**src/rtl/rr_arbiter8.sv**
```systemverilog
// rr_arbiter8: 8-way round-robin arbiter with hold-until-release grants,
// a mandatory dead cycle between owners and a MAX_HOLD forced-release timeout.
module rr_arbiter8 #(
    parameter int MAX_HOLD = 16,
    parameter int CNT_W    = 8
) (
    input  logic       clk,
    input  logic       rst_n,
    input  logic [7:0] req,
    input  logic       done,
    output logic [7:0] gnt,
    output logic [2:0] gnt_idx,
    output logic       gnt_valid,
    output logic       timeout
);
    typedef enum logic {IDLE, GRANT} state_t;
    localparam logic [CNT_W-1:0] LAST = CNT_W'(MAX_HOLD - 1);
    state_t           state_q;
    logic [2:0]       ptr_q, idx_q;
    logic [CNT_W-1:0] hold_q;
    logic [7:0]       gnt_q, rot;
    logic             valid_q, timeout_q, rel, expire;
    logic [2:0]       off, win_d;
    // Rotate so bit 0 is the current highest-priority requester.
    always_comb begin
        rot = 8'({req, req} >> ptr_q);
        off = '0;
        for (int i = 7; i >= 0; i--) if (rot[i]) off = 3'(i);
        win_d  = ptr_q + off;
        rel    = done | ~req[idx_q];
        expire = !rel && hold_q == LAST;
    end
    always_ff @(posedge clk or negedge rst_n) begin
        if (!rst_n) begin
            state_q   <= IDLE;
            ptr_q     <= '0;
            idx_q     <= '0;
            hold_q    <= '0;
            gnt_q     <= '0;
            valid_q   <= 1'b0;
            timeout_q <= 1'b0;
        end else begin
            timeout_q <= 1'b0;
            if (state_q == IDLE) begin
                if (|req) begin
                    state_q <= GRANT;
                    idx_q   <= win_d;
                    gnt_q   <= 8'd1 << win_d;
                    valid_q <= 1'b1;
                    hold_q  <= '0;
                end
            end else if (rel || expire) begin
                state_q   <= IDLE;
                gnt_q     <= '0;
                valid_q   <= 1'b0;
                ptr_q     <= idx_q + 3'd1;
                timeout_q <= expire;
            end else begin
                hold_q <= hold_q + 1'b1;
            end
        end
    end
    assign gnt       = gnt_q;
    assign gnt_idx   = idx_q;
    assign gnt_valid = valid_q;
    assign timeout   = timeout_q;
endmodule

```
**config.mk**
```make
export PLATFORM = sky130hd
export DESIGN_NAME = rr_arbiter8
export DESIGN_NICKNAME = d
export VERILOG_FILES = /design/src/rtl/rr_arbiter8.sv
export SDC_FILE = /design/constraint.sdc
export NUM_CORES = 1
export LEC_CHECK = 0
export ABC_AREA = 1
export BUFFER_PORTS_ARGS = -buffer_cell sky130_fd_sc_hd__buf_4
export CAP_MARGIN = 20
export CORE_MARGIN = 2
export CORE_UTILIZATION = 50
export CTS_BUF_LIST = sky130_fd_sc_hd__clkbuf_2
export DETAILED_ROUTE_END_ITERATION = 7
export GPL_TIMING_DRIVEN = 0
export PLACE_DENSITY = 0.71
export SETUP_SLACK_MARGIN = 0.02
export SLEW_MARGIN = 30
export SYNTH_ARGS = -nofsm -noshare
export SYNTH_HDL_FRONTEND = slang
export SYNTH_SLANG_ARGS = --single-unit
```
**constraint.sdc**
```tcl
create_clock -name clk -period 4.86 [get_ports clk]
set_input_delay 0.243 -clock clk [delete_from_list [all_inputs] [get_ports clk]]
set_output_delay 0.243 -clock clk [all_outputs]
set_load 0.1 [all_outputs]
```
==> results of run 1 <==
-- sequential cells by signal, indices dropped and copies added, names as in the netlist --
| signal | flops |
|---|---|
| gnt_idx | 3 |
| state_q | 1 |
| gnt_valid | 1 |
| gnt | 8 |
| timeout | 1 |
| hold_q | 8 |
| ptr_q | 3 |
-- power breakdown --
group / switching (mW) / internal [mW] / leakage, nW
clock: 0.0598 / 0.0217 / 0.0166
sequential: 0.0540 / 0.268 / 0.330
combinational: 0.800 / 0.332 / 0.760
-- final cells by class --
type                    instances  area, sq um  share of cell area (%)
plain buffers                   5         37.5                    1.78
clock buffers                   4         20.0                   0.952
inverters                      20         82.6                    3.93
multi-input cells             203         1090                    52.1
flip-flops and latches         25          626                    29.7
well taps                      48         60.1                    2.86
repair buffers                 24          183                    8.69
-- Yosys cell counts (3+ instances only) --
| cell type | number |
|---|---|
| nand3_1 | 36 |
| xor2_1 | 6 |
| nand3_2 | 4 |
| nand2_2 | 15 |
| inv_2 | 3 |
| inv_1 | 14 |
| nand4_1 | 10 |
| nor2_1 | 18 |
| nand2_4 | 5 |
| dfrtp_1 | 25 |
| nor3_1 | 4 |
| ha_1 | 3 |
| nand2_1 | 76 |
| o21ai_0 | 7 |
| o21ai_1 | 4 |
-- worst paths after layout --
check	to	slack, ps	cells after the start
setup / recovery	gnt[2]	2000	21
hold / removal	timeout	290	6
setup reg to reg	gnt[2]	2000	21
hold reg to reg	gnt_valid	550	2
max in group asynchronous	gnt[2]	4310	2
min in group asynchronous	hold_q[6]	310	2
-- what timing repair did --
action / in CTS / in global routing
hold endpoints to repair: 25 / 0
setup buffers: 0 / 0
hold buffers: 1 / 0
-- stage by stage --
stage               total power, mW  worst slack, ps  cells  instance area (sq um)
finish                         1.54             2000    329                   2100
global placement               1.45             2050    324                   2070
floorplan                      1.24             2250    253                   1840
CTS                            1.55             1980    329                   2100
detailed placement             1.46             2020    324                   2070
global route                   1.69             1750    329                   2100
-- cells by family (layout without fill, tap and decap cells) --
kind of cell / after synthesis / count (layout) / synth area share, %
xor+xnor: 7 / 7 / 3.33
mux: 1 / 1 / 0.544
flops: 25 / 25 / 34.0
buf+inv: 25 / 53 / 6.53
simple gates: 176 / 176 / 48.1
compound gates: 15 / 15 / 4.35
fa+ha+maj: 4 / 4 / 3.13
-- critical path: cells and delay by family, from the launching register on --
| family | cells | cell delay (ps) |
|---|---|---|
| buffers and inverters | 4 | 420 |
| flip-flops | 1 | 450 |
| XOR/XNOR | 1 | 270 |
| AND/OR/NAND/NOR | 13 | 930 |
| adder cells (fa/ha/maj) | 2 | 530 |
| AO/OA/AOI/OAI | 1 | 170 |
-- routing by layer --
| layer | up-vias | GRT usage [%] | share of wire [%] |
|---|---|---|---|
| met4 | 0 | 5.85 | 1.2 |
| met5 | - | 0 | 0 |
| met3 | 6 | 1.91 | 2.7 |
| met2 | 26 | 35.4 | 48 |
| li1 | 886 | - | - |
| met1 | 791 | 28.2 | 48 |
==> impl_metrics.env, run 1 <==
export IMPL_fmax_ghz=0.349
export IMPL_first_global_vias=1569
export IMPL_clock_sinks=25
export IMPL_ant_nets=0
export IMPL_hp_start="done"
export IMPL_wl_per_cell_um=12.1
export IMPL_crit_path_start_kind="flip-flop"
export IMPL_clock_latency_ps=330
export IMPL_drtIter0Drc=89
export IMPL_max_cap_viol_count=0
export IMPL_powerDensity_mw_per_mm2=730
export IMPL_routed_wirelength_um=3970
export IMPL_vias=1709
export IMPL_diodes=0
export IMPL_slowest_delay_ps=450
export IMPL_yosysTopAreaCell="dfrtp_1"
export IMPL_io_pins=24
export IMPL_grt_pass1_wl_um=6960
export IMPL_row_count=22
export IMPL_dpl_hpwl_um=3010
export IMPL_netlist_instances=253
export IMPL_rsz0062_at_grt="no"
export IMPL_fin_crit_sh_pct=58.9
export IMPL_leakagePower_nw=1.11
export IMPL_viasPerCell=5.19
export IMPL_syn_area_sq_mm=0.00184
export IMPL_antenna_found_initial=0
export IMPL_yosys_warnings=0
export IMPL_hold_viol_final=0
export IMPL_outcome="completed"
export IMPL_drive_gt1_share_pct=23.1
export IMPL_final_common_cell="nand2_1"
export IMPL_synth_nets=268
export IMPL_grt_usage_pct=20.8
export IMPL_synth_yosys_seq_area_share_pct=34.0
export IMPL_worst_slew_pin_slew_ps=426
export IMPL_drtPass1Iterations=4
export IMPL_yosysTopAreaCellShare_pct=34.0
export IMPL_cp_arrival_ps=3120
export IMPL_fp_dieW_um=64.7
export IMPL_grt_ovfl_total=0
export IMPL_slew_violations=0
export IMPL_worst_endpoint_required_ps=5110
export IMPL_period_needed_ps=2860
export IMPL_die_h_um=64.7
export IMPL_gp_congestion=0.830
export IMPL_path_cells="buf_6, inv_6, nand2_2, nand3_1, nand3_1, nand2_2, nand2_1, nand2_1, nand2_1, nand2_1, nand2_1, a21boi_0, ha_1, inv_1, fa_1, xor2_1, inv_1, nand3_4, nand2_4, nand2_1, nand2_1"
export IMPL_cp_startpoint="ptr_q[0]"
export IMPL_synth_seq_cells=25
export IMPL_end_kind="flip-flop"
export IMPL_synth_edf_count=0
export IMPL_drc=0
export IMPL_r2r_start="ptr_q[0]"
export IMPL_clockBufferDepth=2
export IMPL_die_area_sq_mm=0.00418
export IMPL_synthTopCellsByArea="dfrtp_1, nand2_1, nand3_1"
export IMPL_clk_pin_slew_ps=230
export IMPL_nNetsFinal=297
export IMPL_path_common_cell="nand2_1"
export IMPL_path_class="reg -> reg"
export IMPL_grt_max_degree=26
export IMPL_ir_worst_vdd_uv=380
export IMPL_async_flop_share_pct=100
export IMPL_io_buffers=23
export IMPL_cts_tree="done"
export IMPL_initial_core_util_pct=51.0
export IMPL_fillCellCount=355
export IMPL_cp_max_fo=9
export IMPL_hold_path_class="in -> reg"
export IMPL_setup_viol=0
export IMPL_clock_skew_ps=4.65
export IMPL_cts_resized=0
export IMPL_ys_types=34
export IMPL_cts_root_buf="clkbuf_2"
export IMPL_final_cell_mix="nand2_1, nand3_1, dfrtp_1"
export IMPL_synthToLayoutAreaGrowth_pct=14.3
export IMPL_cts_max_level=1
export IMPL_relSlewSlack_pct=71.6
export IMPL_final_core_util_pct=58.3
export IMPL_setup_tns_ps=0
export IMPL_cts_made_buffers=3
export IMPL_hold_slack_ps=293
export IMPL_worst_path_max_delay_cell="dfrtp_1"
export IMPL_syn_avg_cell_area_sq_um=7.27
export IMPL_coreArea_sq_mm=0.00361
export IMPL_synth_ff_type="dfrtp_1"
Power figures use the tool's default switching activity.
==> run 2, diff against run 1 <==
==> constraint.sdc (replaced) <==
create_clock -name clk -period 2.85 [get_ports clk]
set_input_delay 0.1425 -clock clk [delete_from_list [all_inputs] [get_ports clk]]
set_output_delay 0.1425 -clock clk [all_outputs]
set_load 0.1 [all_outputs]
==> run 2 against run 1 <==
Compared with the run above:
- design area is 2.7% higher
- critical path depth stayed put
- cell count is 0.61% higher
- die area stayed put
- flip-flop and latch count stayed put
- via count is 0.70% higher
- hold slack worse by 98 ps
- first-iteration DRC count is 29% higher
- worst setup slack worse by 1800 ps
==> impl_metrics.env, run 2 (synthesis results as in run 1) <==
export IMPL_setup_tns_ps=0
export IMPL_p_sw_share_pct=59.0
export IMPL_max_cap_viol_count=0
export IMPL_drc=0
export IMPL_io_buffers=23
export IMPL_grt_pass1_wl_um=7000
export IMPL_clock_skew_ps=2.78
export IMPL_final_cell_mix="nand2_1, nand3_1, buf_4"
export IMPL_cp_max_fo=9
export IMPL_drtPass1Iterations=4
export IMPL_grt_usage_pct=20.9
export IMPL_final_common_cell="nand2_1"
export IMPL_slowest_delay_ps=440
export IMPL_antenna_found_initial=0
export IMPL_io_pins=24
export IMPL_hold_path_class="in -> reg"
export IMPL_drtIter0Drc=115
export IMPL_fin_crit_sh_pct=91.9
export IMPL_outcome="completed"
export IMPL_drive_gt1_share_pct=25.8
export IMPL_clock_latency_ps=330
export IMPL_ir_worst_vdd_uv=660
export IMPL_ff2ff_setup_slack_ps=230
export IMPL_path_common_cell="nand2_1"
export IMPL_cts_root_buf="clkbuf_2"
export IMPL_fin_ws_ps=230
export IMPL_grt_ovfl_total=0
export IMPL_worst_slew_pin_slew_ps=432
export IMPL_viasPerCell=5.20
export IMPL_row_count=22
export IMPL_dpl_worst_slack_ps=11.3
export IMPL_die_h_um=64.7
export IMPL_worst_endpoint_required_ps=3100
export IMPL_relSlewSlack_pct=71.2
export IMPL_synthToLayoutAreaGrowth_pct=17.3
export IMPL_die_area_sq_mm=0.00418
export IMPL_slew_violations=0
export IMPL_worst_path_max_delay_cell="dfrtp_1"
export IMPL_p_seq_share_pct=20.0
export IMPL_period_needed_ps=2620
export IMPL_diodes=0
export IMPL_crit_path_start_kind="flip-flop"
export IMPL_ant_nets=0
export IMPL_internal_power_mw=1.13
export IMPL_wl_per_cell_um=12.3
export IMPL_rsz0062_at_grt="no"
export IMPL_initial_core_util_pct=51.0
export IMPL_path_cells="buf_6, clkinv_8, nand2_2, nand3_1, nand3_2, nand2_2, nand2_1, nand2_1, nand2_1, nand2_1, nand2_1, a21boi_1, ha_1, inv_1, fa_2, xor2_4, inv_2, nand3_4, nand2_4, nand2_1, nand2_1"
export IMPL_end_kind="flip-flop"
export IMPL_clk_pin_slew_ps=220
export IMPL_cts_max_level=1
export IMPL_pwr_share_comb_pct=75.0
export IMPL_dpl_hpwl_um=3010
export IMPL_clock_sinks=25
export IMPL_gp_congestion=0.830
export IMPL_grt_max_degree=26
export IMPL_p_clk_share_pct=5.0
export IMPL_switchingPower_mw=1.62
export IMPL_vias=1721
export IMPL_hold_viol_final=0
export IMPL_setup_viol=0
export IMPL_leakagePower_nw=1.12
export IMPL_routed_wirelength_um=4060
export IMPL_cts_made_buffers=3
export IMPL_powerDensity_mw_per_mm2=1270
export IMPL_fillCellCount=358
export IMPL_clockBufferDepth=2
export IMPL_fmax_ghz=0.382
export IMPL_cp_arrival_ps=2870
export IMPL_cts_tree="done"
export IMPL_fp_dieW_um=64.7
export IMPL_path_class="reg -> reg"
export IMPL_coreArea_sq_mm=0.00361
export IMPL_first_global_vias=1582
export IMPL_nNetsFinal=299
-- run 2: cell count changes in the layout (fill, tap and decap cells not counted), sizes merged --
cell | previous run | this run
buf | 27 | 29
clkinv | 1 | 2
inv | 19 | 18
-- run 2: final cells by class --
type | instances | area (sq um) | area share, %
plain buffers | 5 | 37.5 | 1.74
clock buffers | 4 | 20.0 | 0.927
inverters | 20 | 90.1 | 4.17
multi-input cells | 203 | 1130 | 52.3
flip-flops and latches | 25 | 626 | 29.0
well taps | 48 | 60.1 | 2.78
repair buffers | 26 | 198 | 9.15
-- run 2: final timing paths --
| check | startpoint | end | cells past startpoint |
|---|---|---|---|
| hold reg to reg | gnt_valid | gnt_valid | 2 |
| setup reg to reg | ptr_q[0] | gnt[2] | 21 |
| min in group asynchronous | rst_n | hold_q[6] | 2 |
| setup / recovery | ptr_q[0] | gnt[2] | 21 |
| max in group asynchronous | rst_n | gnt[2] | 2 |
| hold / removal | done | timeout | 6 |
-- run 2: worst max-delay path: cells and delay by family (launching register included) --
kind / cells / cell delay (ps)
DFF: 1 / 440
and+or+nand+nor: 13 / 890
adders and majority gates: 2 / 530
buffers and inverters: 4 / 350
AOI/OAI and AO/OA: 1 / 130
xor gates and xnor gates: 1 / 220
-- run 2: timing repair --
action | CTS | global route
cloned | 0 | 0
hold buffers | 1 | 0
hold endpoints to repair | 25 | 0
gates resized for setup | 1 | 9
pin swaps | 0 | 2
setup endpoints to repair | 4 | 9
buffers inserted | 0 | 2
-- run 2: per-stage QoR --
step	util, %	cell area [sq um]	std cells	total power, mW	hold slack, ps
after floorplan	-	1840	253	2.12	-153
after global placement	57.5	2070	324	2.48	61.1
after detailed placement	57.5	2070	324	2.49	63.3
after CTS	58.5	2110	329	2.65	192
after global routing	59.9	2160	331	3.01	208
final	59.9	2160	331	2.75	195
-- run 2: power groups by stage --
stage               clock (mW)  sequential (mW)  combinational [mW]
floorplan                    0            0.900                1.22
global placement             0            0.555                1.92
detailed placement           0            0.558                1.93
CTS                      0.142            0.551                1.96
global route             0.152            0.565                2.29
finish                   0.138            0.549                2.06
-- run 2: layer usage --
layer | vias up | global-route usage [%] | share of wire (%)
met2 | 34 | 36.1 | 49
met5 | - | 0 | 0
met1 | 791 | 28.2 | 46
met3 | 6 | 1.91 | 3.1
li1 | 890 | - | -
met4 | 0 | 5.85 | 1.1
==> run 3, diff against run 2 <==
--- a/config.mk
+++ b/config.mk
@@ -10,11 +10,12 @@
 export CAP_MARGIN = 20
 export CORE_MARGIN = 2
 export CORE_UTILIZATION = 50
-export CTS_BUF_LIST = sky130_fd_sc_hd__clkbuf_2
+export CTS_BUF_LIST = sky130_fd_sc_hd__clkbuf_8
 export DETAILED_ROUTE_END_ITERATION = 7
 export GPL_TIMING_DRIVEN = 0
 export PLACE_DENSITY = 0.71
 export SETUP_SLACK_MARGIN = 0.02
+export SKIP_CTS_REPAIR_TIMING = 1
 export SLEW_MARGIN = 30
 export SYNTH_ARGS = -nofsm -noshare
 export SYNTH_HDL_FRONTEND = slang
==> run 3 against run 2 <==
Compared with the run above:
- design area grew 0.35%
- first-iteration DRC count decreased by 25%
- sequential power about the same
- wire length about the same
- clock-buffer cell count down 1
- flip-flop and latch count stayed put
- non-clock buffer count fell by 1
- via count is 0.12% higher
- register-to-register slack about the same
- sequential share of layout area shrank 0.10 points
- total power is 1.6% higher
- largest power group unchanged
==> impl_metrics.env, run 3 (synthesis results as in run 1) <==
export IMPL_grt_ovfl_total=0
export IMPL_final_core_util_pct=60.1
export IMPL_fin_ws_ps=221
export IMPL_viasPerCell=5.22
export IMPL_slew_violations=0
export IMPL_max_cap_viol_count=0
export IMPL_cp_arrival_ps=2790
export IMPL_cp_max_fo=9
export IMPL_r2r_start="ptr_q[0]"
export IMPL_rr_endpoint="gnt[2]"
export IMPL_setup_viol=0
export IMPL_synthToLayoutAreaGrowth_pct=17.7
export IMPL_cts_max_level=1
export IMPL_highest_layer="met4"
export IMPL_first_global_vias=1566
export IMPL_dr_wl_met2_um=1950
export IMPL_io_pins=24
export IMPL_cts_made_buffers=3
export IMPL_whs_endpoint="timeout"
export IMPL_grt_usage_pct=21.0
export IMPL_fin_crit_sh_pct=92.3
export IMPL_hold_path_class="in -> reg"
export IMPL_ff2ff_setup_slack_ps=220
export IMPL_worst_endpoint_required_ps=3010
export IMPL_relSlewSlack_pct=71.2
export IMPL_cp_startpoint="ptr_q[0]"
export IMPL_diodes=0
export IMPL_dpl_hpwl_um=3010
export IMPL_path_class="reg -> reg"
export IMPL_grt_max_degree=26
export IMPL_antenna_found_initial=0
export IMPL_coreArea_sq_mm=0.00361
export IMPL_period_needed_ps=2630
export IMPL_drive_gt1_share_pct=24.8
export IMPL_clockBufferDepth=2
export IMPL_clock_latency_ps=270
export IMPL_drc=0
export IMPL_vias=1723
export IMPL_whs_path_depth=6
export IMPL_hp_start="done"
export IMPL_final_common_cell="nand2_1"
export IMPL_grt_pass1_wl_um=6990
export IMPL_dpl_worst_slack_ps=11.3
export IMPL_worst_slew_pin_slew_ps=432
export IMPL_drtIter0Drc=86
export IMPL_ir_worst_vdd_uv=610
export IMPL_row_count=22
export IMPL_outcome="completed"
export IMPL_clk_pin_slew_ps=80
export IMPL_fp_dieW_um=64.7
export IMPL_gp_congestion=0.830
export IMPL_io_buffers=23
export IMPL_crit_path_start_kind="flip-flop"
export IMPL_reg2reg_depth=21
export IMPL_clock_sinks=25
export IMPL_wl_met1_um=1930
export IMPL_fmax_ghz=0.380
export IMPL_leakagePower_nw=1.13
export IMPL_hold_viol_final=0
export IMPL_nNetsFinal=298
export IMPL_die_h_um=64.7
export IMPL_cts_root_buf="clkbuf_8"
export IMPL_routed_wirelength_um=4060
export IMPL_die_area_sq_mm=0.00418
export IMPL_powerDensity_mw_per_mm2=1290
export IMPL_rsz0062_at_grt="yes"
export IMPL_cts_tree="done"
export IMPL_ant_nets=0
export IMPL_final_cell_mix="nand2_1, nand3_1, buf_4, dfrtp_1, nor2_1"
export IMPL_clock_skew_ps=1.84
export IMPL_drtPass1Iterations=4
export IMPL_end_kind="flip-flop"
export IMPL_dr_wl_met3_um=118
export IMPL_initial_core_util_pct=51.0
export IMPL_wl_per_cell_um=12.3
==> run 3: cell types whose count changed in the layout (fill, tap and decap cells not counted), sizes merged <==
cell    previous run  this run
buf               29        28
clkbuf             5         4
clkinv             2         1
inv               18        20
==> run 3: worst max-delay path: stages, from the launching register on <==
cell and delay [ps]:
dfrtp_1 390, buf_6 150, inv_8 90, nand2_2 60
nand3_1 100, nand3_1 100, nand2_2 100, nand2_1 60
nand2_1 50, nand2_1 50, nand2_1 50, nand2_1 50
a21boi_1 130, ha_1 150, inv_1 50, fa_2 380
xor2_4 220, inv_2 60, nand3_4 100, nand2_4 70
nand2_1 60, nand2_1 60
==> run 3: area by class of cell <==
class / count / area, sq um
tap: 48 / 60.1
inverter: 20 / 85.1
fill: 352 / 1440
buffer: 5 / 37.5
multi-input combinational: 203 / 1120
sequential: 25 / 626
clock inverter: 1 / 3.75
timing repair buffer: 25 / 190
clock buffer: 3 / 41.3
==> run 3: stage by stage <==
step	cells	TNS (ps)	instance area [sq um]	total power, mW	hold slack, ps
2_1_floorplan	253	0	1840	2.12	-153
3_3_place_gp	324	0	2070	2.48	61.1
3_5_place_dp	324	0	2070	2.49	63.3
4_1_cts	328	-19.1	2120	2.71	-233
5_1_grt	330	-23.6	2170	3.06	329
6_report	330	0	2170	2.79	287
==> run 3: power breakdown <==
| part | switching, mW | leakage [nW] | internal, mW |
|---|---|---|---|
| Combinational | 1.42 | 0.769 | 0.616 |
| Sequential | 0.0913 | 0.330 | 0.458 |
| Clock | 0.108 | 0.0269 | 0.0964 |
==> run 3: how the worst max path moves through the flow <==
stage / endpoint / slack, ps / cells past startpoint
after floorplan: gnt[0] / 240 / 21
after global placement: gnt[2] / 40 / 21
after detailed placement: gnt[2] / 10 / 21
after CTS: gnt[2] / -10 / 21
after global routing: gnt[2] / -10 / 21
final: gnt[2] / 220 / 21
==> run 3: per-layer routing <==
| metal | vias to the layer above | track usage (%) |
|---|---|---|
| met5 | - | 0 |
| met4 | 0 | 7.45 |
| met3 | 8 | 1.91 |
| met2 | 34 | 35.4 |
| met1 | 794 | 28.2 |
| li1 | 887 | - |
